`config.mk`:
```
export PLATFORM = sky130hd
export DESIGN_NAME = instr_fetch_unit
export DESIGN_NICKNAME = d
export VERILOG_FILES = /design/src/rtl/instr_fetch_unit_pkg.sv /design/src/rtl/instr_fetch_unit_next_pc_calc.sv /design/src/rtl/instr_fetch_unit.sv
export SDC_FILE = /design/constraint.sdc
export NUM_CORES = 1
export LEC_CHECK = 0
export CORE_ASPECT_RATIO = 1.25
export CORE_MARGIN = 2
export CORE_UTILIZATION = 52
export CTS_CLUSTER_SIZE = 28
export DETAILED_ROUTE_END_ITERATION = 8
export PLACE_DENSITY = 0.94
export SKIP_LAST_GASP = 1
export SLEW_MARGIN = 20
export SYNTH_ARGS = -nofsm -noshare
export SYNTH_HDL_FRONTEND = slang
export SYNTH_SLANG_ARGS = --single-unit
```
`constraint.sdc`:
```
create_clock -name clk -period 9.9 [get_ports clk]
set_input_delay 2.475 -clock clk [delete_from_list [all_inputs] [get_ports clk]]
set_output_delay 2.475 -clock clk [all_outputs]
set_load 0.01 [all_outputs]
```
`src/rtl/instr_fetch_unit_pkg.sv`:
```
`default_nettype none
// ============================================================================
//  Module      : instr_fetch_unit_pkg
//  Description : Opcodes, instruction field positions and fetch FSM states
//                shared by the miniRISC fetch front end.
//  Revision    : 1.0 - initial release
// ============================================================================
package instr_fetch_unit_pkg;

    localparam logic [5:0] OP_ALU0 = 6'b000000;
    localparam logic [5:0] OP_ALU1 = 6'b000001;
    localparam logic [5:0] OP_LUI  = 6'b000010;
    localparam logic [5:0] OP_ADDI = 6'b000011;
    localparam logic [5:0] OP_ANDI = 6'b000100;
    localparam logic [5:0] OP_ORI  = 6'b000101;
    localparam logic [5:0] OP_XORI = 6'b000110;
    localparam logic [5:0] OP_LW   = 6'b000111;
    localparam logic [5:0] OP_SW   = 6'b001000;
    localparam logic [5:0] OP_B    = 6'b001001;
    localparam logic [5:0] OP_BL   = 6'b001010;
    localparam logic [5:0] OP_BR   = 6'b001011;
    localparam logic [5:0] OP_BZ   = 6'b001100;
    localparam logic [5:0] OP_BNZ  = 6'b001101;
    localparam logic [5:0] OP_BNCY = 6'b001110;
    localparam logic [5:0] OP_HALT = 6'b111111;

    localparam int OPC_MSB   = 31;
    localparam int OPC_LSB   = 26;
    localparam int FUNC_MSB  = 4;
    localparam int FUNC_LSB  = 0;
    localparam int LBL16_MSB = 15;
    localparam int LBL26_MSB = 25;

    typedef logic [1:0] fsm_state_t;

    localparam fsm_state_t S_FETCH = 2'd0;
    localparam fsm_state_t S_WAIT  = 2'd1;
    localparam fsm_state_t S_ISSUE = 2'd2;
    localparam fsm_state_t S_HALT  = 2'd3;

endpackage
`default_nettype wire

```
`src/rtl/instr_fetch_unit_next_pc_calc.sv`:
```
`default_nettype none
// ============================================================================
//  Module      : next_pc_calc
//  Description : Combinational next-PC selection: sequential, register
//                target, or PC-relative 16/26-bit label.
//  Revision    : 1.0 - initial release
// ============================================================================
module next_pc_calc
    import instr_fetch_unit_pkg::*;
#(
    parameter int PC_W = 32
) (
    input  logic [PC_W-1:0]    pc,
    input  logic [LBL26_MSB:0] instr_lbl,
    input  logic               is_branch,
    input  logic               branch_taken,
    input  logic               branch_addr_sel,
    input  logic               lbl_sel,
    input  logic [PC_W-1:0]    rs_data,
    output logic [PC_W-1:0]    next_pc
);

    logic [PC_W-1:0] w_pc_plus1;
    logic [PC_W-1:0] w_off16;
    logic [PC_W-1:0] w_off26;

    assign w_pc_plus1 = pc + PC_W'(1);
    assign w_off16    = {{(PC_W-LBL16_MSB-1){instr_lbl[LBL16_MSB]}}, instr_lbl[LBL16_MSB:0]};
    assign w_off26    = {{(PC_W-LBL26_MSB-1){instr_lbl[LBL26_MSB]}}, instr_lbl};

    always_comb begin
        next_pc = w_pc_plus1;
        if (is_branch && branch_taken) begin
            if (branch_addr_sel) begin
                next_pc = rs_data;
            end else if (lbl_sel) begin
                next_pc = w_pc_plus1 + w_off16;
            end else begin
                next_pc = w_pc_plus1 + w_off26;
            end
        end
    end

endmodule
`default_nettype wire

```
`src/rtl/instr_fetch_unit.sv`:
```
`default_nettype none
// ============================================================================
//  Module      : instr_fetch_unit
//  Description : miniRISC fetch front end: PC, synchronous ROM fetch and
//                valid/ready issue to the decoder/execute stage.
//  Revision    : 1.0 - initial release
// ============================================================================
module instr_fetch_unit
    import instr_fetch_unit_pkg::*;
#(
    parameter int               PC_W        = 32,
    parameter int               IMEM_AW     = 10,
    parameter logic [PC_W-1:0]  RESET_PC    = '0,
    parameter logic [5:0]       HALT_OPCODE = OP_HALT
) (
    input  logic               clk,
    input  logic               rst,
    output logic               imem_en,
    output logic [IMEM_AW-1:0] imem_addr,
    input  logic [31:0]        imem_rdata,
    output logic [31:0]        instr,
    output logic [5:0]         opcode,
    output logic [4:0]         func,
    output logic [PC_W-1:0]    pc,
    output logic [PC_W-1:0]    pc_plus1,
    output logic               instr_valid,
    input  logic               instr_ready,
    input  logic               is_branch,
    input  logic               branch_addr_sel,
    input  logic               lbl_sel,
    input  logic               branch_taken,
    input  logic [PC_W-1:0]    rs_data,
    output logic               halted
);

    fsm_state_t      r_state;
    logic [PC_W-1:0] r_pc;
    logic [31:0]     r_instr;
    logic            r_valid;
    logic            r_halted;
    logic [PC_W-1:0] w_next_pc;
    logic            w_fire;

    // r_valid is only ever set in S_ISSUE, so it alone qualifies the handshake
    assign w_fire = r_valid & instr_ready;

    next_pc_calc #(
        .PC_W (PC_W)
    ) u_next_pc_calc (
        .pc              (r_pc),
        .instr_lbl       (r_instr[LBL26_MSB:0]),
        .is_branch       (is_branch),
        .branch_taken    (branch_taken),
        .branch_addr_sel (branch_addr_sel),
        .lbl_sel         (lbl_sel),
        .rs_data         (rs_data),
        .next_pc         (w_next_pc)
    );

    always_ff @(posedge clk) begin
        if (rst) begin
            r_state  <= S_FETCH;
            r_pc     <= RESET_PC;
            r_instr  <= '0;
            r_valid  <= 1'b0;
            r_halted <= 1'b0;
        end else begin
            case (r_state)
                S_FETCH: r_state <= S_WAIT;
                S_WAIT: begin
                    r_instr <= imem_rdata;
                    r_valid <= 1'b1;
                    r_state <= S_ISSUE;
                end
                S_ISSUE: begin
                    if (w_fire) begin
                        r_valid <= 1'b0;
                        if (r_instr[OPC_MSB:OPC_LSB] == HALT_OPCODE) begin
                            r_halted <= 1'b1;
                            r_state  <= S_HALT;
                        end else begin
                            r_pc    <= w_next_pc;
                            r_state <= S_FETCH;
                        end
                    end
                end
                S_HALT: r_halted <= 1'b1;
                default: r_state <= S_FETCH;
            endcase
        end
    end

    // The strobe is gated by rst so no ROM read is launched while in reset
    assign imem_en     = (r_state == S_FETCH) && !rst;
    assign imem_addr   = r_pc[IMEM_AW-1:0];
    assign instr       = r_instr;
    assign opcode      = r_instr[OPC_MSB:OPC_LSB];
    assign func        = r_instr[FUNC_MSB:FUNC_LSB];
    assign pc          = r_pc;
    assign pc_plus1    = r_pc + PC_W'(1);
    assign instr_valid = r_valid;
    assign halted      = r_halted;

endmodule
`default_nettype wire

```
==> impl_metrics.tcl, run 1 <==
set metrics [dict create \
    dieArea_um2 12900 \
    status "finished clean" \
    yosysSeqAreaShare_pct 21.9 \
    p_per_area_nw_per_um2 116 \
    pin_count 191 \
    postRouteWirelength_mm 20.9 \
    mostFrequentLayoutCell "clkdlybuf4s50_1" \
    port_buffers 190 \
    syn_area_um2 6230 \
    synthArstFlopShare_pct 0 \
    ys_top_cells_by_area "dfxtp_1, mux2i_1, ha_1, xnor2_1, nor2_1" \
    maxCapViolCount 0 \
    diodes 0 \
    startpoint_type "input port" \
    die_h_um 126 \
    slowest_stage "buf_4" \
    post-dp-hpwl_mm 15.2 \
    drive_above_1_share_pct 4.38 \
    antenna_left 0 \
    ir_worst_vdd_mv 0.0921 \
    cts-resized-gates 0 \
    yosys.area.top_type_share_pct 21.9 \
    n_fill_cell 928 \
    place_inst 1105 \
    route.detailed.drc 0 \
    fin_cells 1121 \
    final_area_um2 8330 \
    yosys_warnings 0 \
    end_kind "primary output" \
    worstSetupStartpoint "rst" \
    final_cell_mix "clkdlybuf4s50_1, nor2_1, nand2_1, dfxtp_1, a21oi_1" \
    grt-ovfl-total 0 \
    drv_slew 0 \
    p_int_uw 648 \
    h-tree-depth 3 \
    grt_pass1_wl_mm 32.4 \
    power_uw 965 \
    gp_congestion 0.956 \
    crit_fanout 66 \
    cp.buffers_inverters 3 \
    crit_path_cell_trace "buf_2 -> buf_4 -> nor2b_1 -> clkdlybuf4s50_1" \
    clockBufferDepth 2 \
    start_util_pct 53.4 \
    ctsHoldBuffers 0 \
    nets 1063 \
    p_leak_uw 0.00334 \
    crit_type "in2out" \
    r2r_start "pc[0]" \
    rows 44 \
    worstHoldStart "pc[28]" \
    pwr-share-seq_pct 33.8 \
    clock_latency_ns 0.34 \
    avgSynthCellArea_um2 7.64 \
    vias 6797 \
    period_minus_slack_ns 6.22 \
    cp.arrival_ns 3.75 \
    rsz0062_at_grt "no" \
    final_hold_viol_count 0 \
    synth_top_area_cell "dfxtp_1" \
    cts_root_buffer "clkbuf_16" \
    p_clk_share_pct 34.3 \
    cts_tree "done" \
    cp.required_ns 7.43 \
    setup_viol 0 \
    slowest_delay_ns 0.59 \
    core_um2 11700 \
    grt_usage_pct 31.5 \
    multi_input_area_um2 4430 \
    fin_util_pct 71.4 \
    period_share_pct 62.9 \
    comb_power_share_pct 32.0 \
    postSynthCellCount 815 \
    clock_sinks 68 \
    synth_flop_cell "dfxtp_1" \
    hold_path.class "reg2reg" \
    cts_buffers 9 \
    tns_ns 0 \
    placed_cell_area_um2 8030 \
    detail_route.wl_per_cell_um 18.6 \
    antenna_found_initial 0 \
    postCtsSetupBuffers 0 \
    synth.net_count 923 \
    path_clk_slew_ns 0.06 \
    synthDistinctLibCells 73 \
    area_delta_synth_final_pct 33.7 \
    firstDrtPassIters 5 \
    tightest_slew_ns 1.06 \
    die_w_um 102 \
    power_switching_uw 317 \
    crit_family "buffers and inverters" \
    synth_edf_count 0 \
    grt_pass1_vias 6565 \
    slew_headroom_pct 29.2 \
    finClkSkew_ns 0.00562 \
    seq_area_um2 1360 \
    fmax_ghz 0.161 \
    dr.first_iter.drc_count 400 \
    grt_max_degree 67 \
    synth_seq_cells 68 \
    vias_per_cell 6.06 \
    p_sw_share_pct 32.9 \
]
[per-stage QoR]
step	worst slack (ns)	hold slack, ns
after floorplan	4.56	0.478
after global placement	3.66	0.500
after detailed placement	3.54	0.520
after CTS	3.44	0.530
after global routing	3.50	0.551
final	3.68	0.528
[flip-flops by register name, indices dropped and copies added (netlist names)]
| signal | flops |
|---|---|
| pc | 32 |
| r_state | 2 |
| instr_valid | 1 |
| halted | 1 |
| instr | 32 |
[area by class of cell]
cell class,count,area share [%]
timing repair buffer,195,23.2
inverter,28,1.26
tap,161,2.42
clock inverter,6,0.766
multi-input combinational,653,53.2
clock buffer,10,2.75
sequential,68,16.3
[tightest hold or removal path: cells and delay by family (launching register included)]
kind	cells	cell delay, ns
and+or+nand+nor	1	0.07
AOI/OAI and AO/OA	1	0.05
DFF	1	0.35
[logic make-up (layout without fill, tap and decap cells)]
| group | count (synthesis) | in the layout | share of synthesized area, % |
|---|---|---|---|
| buf+inv | 94 | 239 | 7.13 |
| fa+ha+maj | 39 | 39 | 7.87 |
| simple gates | 282 | 282 | 22.6 |
| compound gates | 216 | 216 | 22.0 |
| mux | 48 | 48 | 7.73 |
| flops | 68 | 68 | 21.9 |
| xor+xnor | 68 | 68 | 10.8 |
[metal layers]
metal / global-route usage, % / up-vias / wire length (um)
met2: 53.9 / 344 / 10500
met3: 5.84 / 71 / 1360
met4: 16.3 / 0 / 986
met1: 36.8 / 3173 / 8020
li1: - / 3209 / -
met5: 0 / - / 0
[path summary, 6_finish.rpt]
kind | to | slack, ns | depth (start not counted)
max | imem_en | 3.68 | 4
min | pc[28] | 0.53 | 2
max reg2reg | pc[23] | 5.02 | 15
min reg2reg | pc[28] | 0.53 | 2
[power groups by stage]
stage / sequential [uW] / clock, uW / combinational (uW)
after floorplan: 332 / 0 / 181
after global placement: 330 / 0 / 297
after detailed placement: 330 / 0 / 304
after CTS: 325 / 331 / 307
after global routing: 329 / 343 / 332
final: 326 / 331 / 309
[cells in the mapped netlist (16+ instances only)]
library cell,count
nand2_1,74
clkbuf_1,35
mux2i_1,47
inv_1,27
dfxtp_1,68
ha_1,36
xor2_1,22
xnor2_1,40
a21oi_1,63
buf_4,22
o21ai_0,50
nor2_1,92
nor3_1,16
nand3_1,22
Note: power is estimated with default switching activity, not from simulation.
==> run 2, diff against run 1 <==
Settings changed: CORE_UTILIZATION 52 to 44, PLACE_DENSITY 0.94 to 0.85.
Clock period 9.9 ns to 5.28 ns, I/O delays scaled along.
==> impl_metrics.tcl, run 2 (synthesized netlist as in run 1, its figures left out) <==
set metrics [dict create \
    postCtsSetupBuffers 0 \
    grt_pass1_vias 6349 \
    diodes 0 \
    p_leak_uw 0.00338 \
    tns_ns 0 \
    hold_path.class "reg2reg" \
    area_delta_synth_final_pct 35.2 \
    finClkSkew_ns 0.00627 \
    postRouteWirelength_mm 21.1 \
    fin_util_pct 61.0 \
    die_h_um 137 \
    dr.first_iter.drc_count 685 \
    placed_cell_area_um2 8110 \
    end_kind "primary output" \
    final_cell_mix "clkdlybuf4s50_1, nor2_1, nand2_1, dfxtp_1, a21oi_1" \
    ff2ff_path_depth 16 \
    h-tree-depth 3 \
    clockBufferDepth 2 \
    vias_per_cell 5.89 \
    die_w_um 110 \
    crit_type "reg2out" \
    rows 48 \
    vias 6717 \
    cp.arrival_ns 3.43 \
    firstDrtPassIters 6 \
    slew_headroom_pct 28.5 \
    rsz0062_at_grt "no" \
    r2r_start "pc[0]" \
    detail_route.wl_per_cell_um 18.5 \
    endpoint "pc_plus1[30]" \
    final_area_um2 8420 \
    cts_tree "done" \
    route.detailed.drc 0 \
    port_buffers 190 \
    clock_latency_ns 0.34 \
    post-dp-hpwl_mm 15.5 \
    start_util_pct 45.1 \
    drive_above_1_share_pct 4.97 \
    cts-resized-gates 0 \
    grt-ovfl-total 0 \
    gp_congestion 0.958 \
    path_clk_slew_ns 0.06 \
    maxCapViolCount 0 \
    antenna_found_initial 0 \
    cts_buffers 9 \
    core_um2 13800 \
    status "finished clean" \
    ctsHoldBuffers 0 \
    worstSetupStartpoint "pc[0]" \
    cts_root_buffer "clkbuf_16" \
    clock_sinks 68 \
    mostFrequentLayoutCell "clkdlybuf4s50_1" \
    period_minus_slack_ns 4.75 \
    grt_usage_pct 26.4 \
    dieArea_um2 15100 \
    period_share_pct 89.9 \
    ir_worst_vdd_mv 0.180 \
    startpoint_type "flop" \
    grt_max_degree 66 \
    setup_viol 0 \
    crit_fanout 9 \
    drv_slew 0 \
    grt_pass1_wl_mm 32.4 \
    cp.required_ns 3.96 \
    fmax_ghz 0.211 \
    final_hold_viol_count 0 \
    reg2reg_to "pc[30]" \
    pin_count 191 \
    antenna_left 0 \
    r2r_setup_slack_ns 0.62 \
    p_per_area_nw_per_um2 221 \
    tightest_slew_ns 1.07 \
    nets 1070 \
]
==> run 2: cell types whose count changed in the layout (fill, tap and decap cells not counted), sizes merged <==
cell / delta
bufinv: +1
clkbuf: -1
clkinv: -1
buf: +7
==> run 2: worst min-delay path by stage <==
stage,from,endpoint,slack [ns],cells after the start
after global routing,r_state[1],r_state[1],0.54,2
final,r_state[1],r_state[1],0.52,2
after floorplan,r_state[1],r_state[1],0.48,2
after CTS,r_state[1],r_state[1],0.52,2
after global placement,r_state[1],r_state[1],0.50,2
after detailed placement,pc[28],pc[28],0.51,2
==> run 2: per-stage QoR <==
stage	setup slack (ns)	hold slack (ns)	power [uW]	cells
floorplan	1.09	0.478	961	815
global placement	0.533	0.498	1180	1126
global route	0.265	0.540	1940	1141
detailed placement	0.398	0.514	1190	1126
finish	0.534	0.521	1860	1141
CTS	0.548	0.523	1860	1141
==> run 2: worst max-delay path, cell delays in order (launching register included) <==
cell and delay [ns]:
dfxtp_1 0.53, ha_1 0.27, and3_1 0.23, nand4_1 0.38, nor4_1 0.38, buf_4 0.21
nand3_1 0.09, xnor2_1 0.35, clkdlybuf4s50_1 0.63
==> run 2: power breakdown <==
group / switching [uW] / internal [uW]
registers: 54.1 / 558
clock network: 255 / 412
logic: 285 / 293
total: 594 / 1260
==> run 2: cell type report <==
class | instances | area (um^2)
Fill cell | 1248 | 5390
Multi-Input combinational cell | 653 | 4430
Timing Repair Buffer | 202 | 1990
Sequential cell | 68 | 1360
Clock buffer | 9 | 225
Tap cell | 175 | 219
Inverter | 28 | 105
Clock inverter | 6 | 88.8
==> run 2: per-layer routing <==
layer  global-route usage [%]  share of wire, %  up-vias
li1                         -                 -     3210
met1                     31.5                39     3124
met2                     46.5                50      324
met3                     3.99               7.2       59
met4                     12.9               3.8        0
met5                        0                 0        -
==> run 3, diff against run 2 <==
Settings changed: CELL_PAD_IN_SITES_DETAIL_PLACEMENT set to 1, CELL_PAD_IN_SITES_GLOBAL_PLACEMENT set to 2, CORE_UTILIZATION 44 to 24, CTS_BUF_LIST set to sky130_fd_sc_hd__clkbuf_16, PLACE_DENSITY 0.85 to 0.84.
==> impl_metrics.tcl, run 3 (synthesized netlist as in run 1, its figures left out) <==
set metrics [dict create \
    firstDrtPassIters 4 \
    r2r_start "pc[0]" \
    gp_congestion 0.847 \
    min_path_cells 2 \
    ir_worst_vdd_mv 0.149 \
    startpoint_type "flop" \
    cts_tree "done" \
    start_util_pct 24.5 \
    die_w_um 148 \
    route.detailed.drc 0 \
    cts-resized-gates 0 \
    end_kind "primary output" \
    p_per_area_nw_per_um2 213 \
    vias_per_cell 5.06 \
    min_to "r_state[1]" \
    finClkSkew_ns 0.0103 \
    status "finished clean" \
    reg2reg_to "pc[25]" \
    hold_ws_ns 0.516 \
    n_fill_cell 3079 \
    crit_family "simple AND/OR/NAND/NOR gates" \
    grt_max_degree 66 \
    maxCapViolCount 0 \
    fmax_ghz 0.209 \
    port_buffers 190 \
    drive_above_1_share_pct 5.46 \
    grt_pass1_wl_mm 38.5 \
    final_cell_mix "clkdlybuf4s50_1, nor2_1, nand2_1, dfxtp_1, a21oi_1" \
    period_minus_slack_ns 4.79 \
    tightest_slew_ns 0.817 \
    p_leak_uw 0.00340 \
    tns_ns 0 \
    area_delta_synth_final_pct 38.7 \
    crit_fanout 10 \
    post-dp-hpwl_mm 19.5 \
    worstHoldStart "r_state[1]" \
    slowest_delay_ns 0.67 \
    ctsHoldBuffers 0 \
    cp.required_ns 3.96 \
    mostFrequentLayoutCell "clkdlybuf4s50_1" \
    setup_viol 0 \
    slowest_stage "nor4_1" \
    dr.first_iter.drc_count 231 \
    multi_input_area_um2 4440 \
    final_hold_viol_count 0 \
    seq_area_um2 1360 \
    rows 65 \
    antenna_left 0 \
    detail_route.wl_per_cell_um 19.2 \
    diodes 0 \
    clock_sinks 68 \
    slew_headroom_pct 45.2 \
    dieArea_um2 27300 \
    antenna_found_initial 1 \
    clock_latency_ns 0.36 \
    pin_count 191 \
    postRouteWirelength_mm 25.1 \
    rsz0062_at_grt "no" \
    clockBufferDepth 2 \
    grt-ovfl-total 0 \
    hold_path.class "reg2reg" \
    postCtsSetupBuffers 0 \
    die_h_um 184 \
    core_um2 25400 \
    drv_slew 0 \
    period_share_pct 90.8 \
    cts_buffers 9 \
    cp.arrival_ns 3.47 \
    cts_root_buffer "clkbuf_16" \
    crit_path_cell_trace "and4_1 -> nand4_4 -> nor4_1 -> nand4_1 -> xnor2_1 -> clkdlybuf4s50_1" \
    crit_type "reg2out" \
    h-tree-depth 3 \
    path_clk_slew_ns 0.06 \
    r2r_setup_slack_ns 0.70 \
    grt_usage_pct 18.2 \
    grt_pass1_vias 6756 \
    cp.buffers_inverters 1 \
    nets 1074 \
    vias 6610 \
    ff2ff_path_depth 18 \
]
run 3: cell count changes in the layout (fill, tap and decap cells not counted), sizes merged:
| cell | previous run | this run |
|---|---|---|
| buf | 13 | 17 |
| clkinv | 2 | 5 |
| bufinv | 2 | 1 |
| clkinvlp | 2 | 1 |
run 3: layer usage:
metal / vias up / track usage [%] / share of wire [%]
met1: 3207 / 20.9 / 41
met3: 32 / 3.07 / 4.5
met4: 2 / 6.06 / 2.5
met5: - / 0 / 0.048
met2: 156 / 34.0 / 52
li1: 3213 / - / -
run 3: report_power, final:
| group | switching, uW | internal, uW |
|---|---|---|
| sequential | 57.2 | 558 |
| combinational | 292 | 297 |
| clock | 272 | 365 |
run 3: worst max-delay path by stage:
stage	startpoint	to	slack, ns	cells past startpoint
3_5_place_dp	lbl_sel	pc[25]	0.24	14
5_1_grt	pc[0]	pc[25]	0.09	18
4_1_cts	pc[7]	pc_plus1[31]	0.47	6
6_report	pc[12]	pc_plus1[31]	0.49	6
3_3_place_gp	lbl_sel	pc[25]	0.32	14
2_1_floorplan	lbl_sel	pc[25]	1.09	14
run 3: tightest hold or removal path, stage by stage, from the launching register on:
cell	delay [ns]
dfxtp_1	0.33
nand2b_1	0.08
a21oi_1	0.06
run 3: metrics by stage:
stage	cells	power [uW]	utilization (%)	cell area [um^2]	setup WS (ns)
3_3_place_gp	1290	1210	32.9	8340	0.321
6_report	1306	1840	34.1	8640	0.487
3_5_place_dp	1290	1220	32.9	8340	0.235
5_1_grt	1306	1930	34.1	8640	0.0913
2_1_floorplan	815	961	-	6230	1.09
4_1_cts	1306	1860	34.0	8630	0.470
run 3: layout make-up:
| type | count | share of cell area (%) |
|---|---|---|
| Multi-Input combinational cell | 653 | 51.4 |
| Timing Repair Buffer | 206 | 23.3 |
| Sequential cell | 68 | 15.8 |
| Tap cell | 335 | 4.85 |
| Clock buffer | 9 | 2.61 |
| Inverter | 28 | 1.22 |
| Clock inverter | 7 | 0.796 |
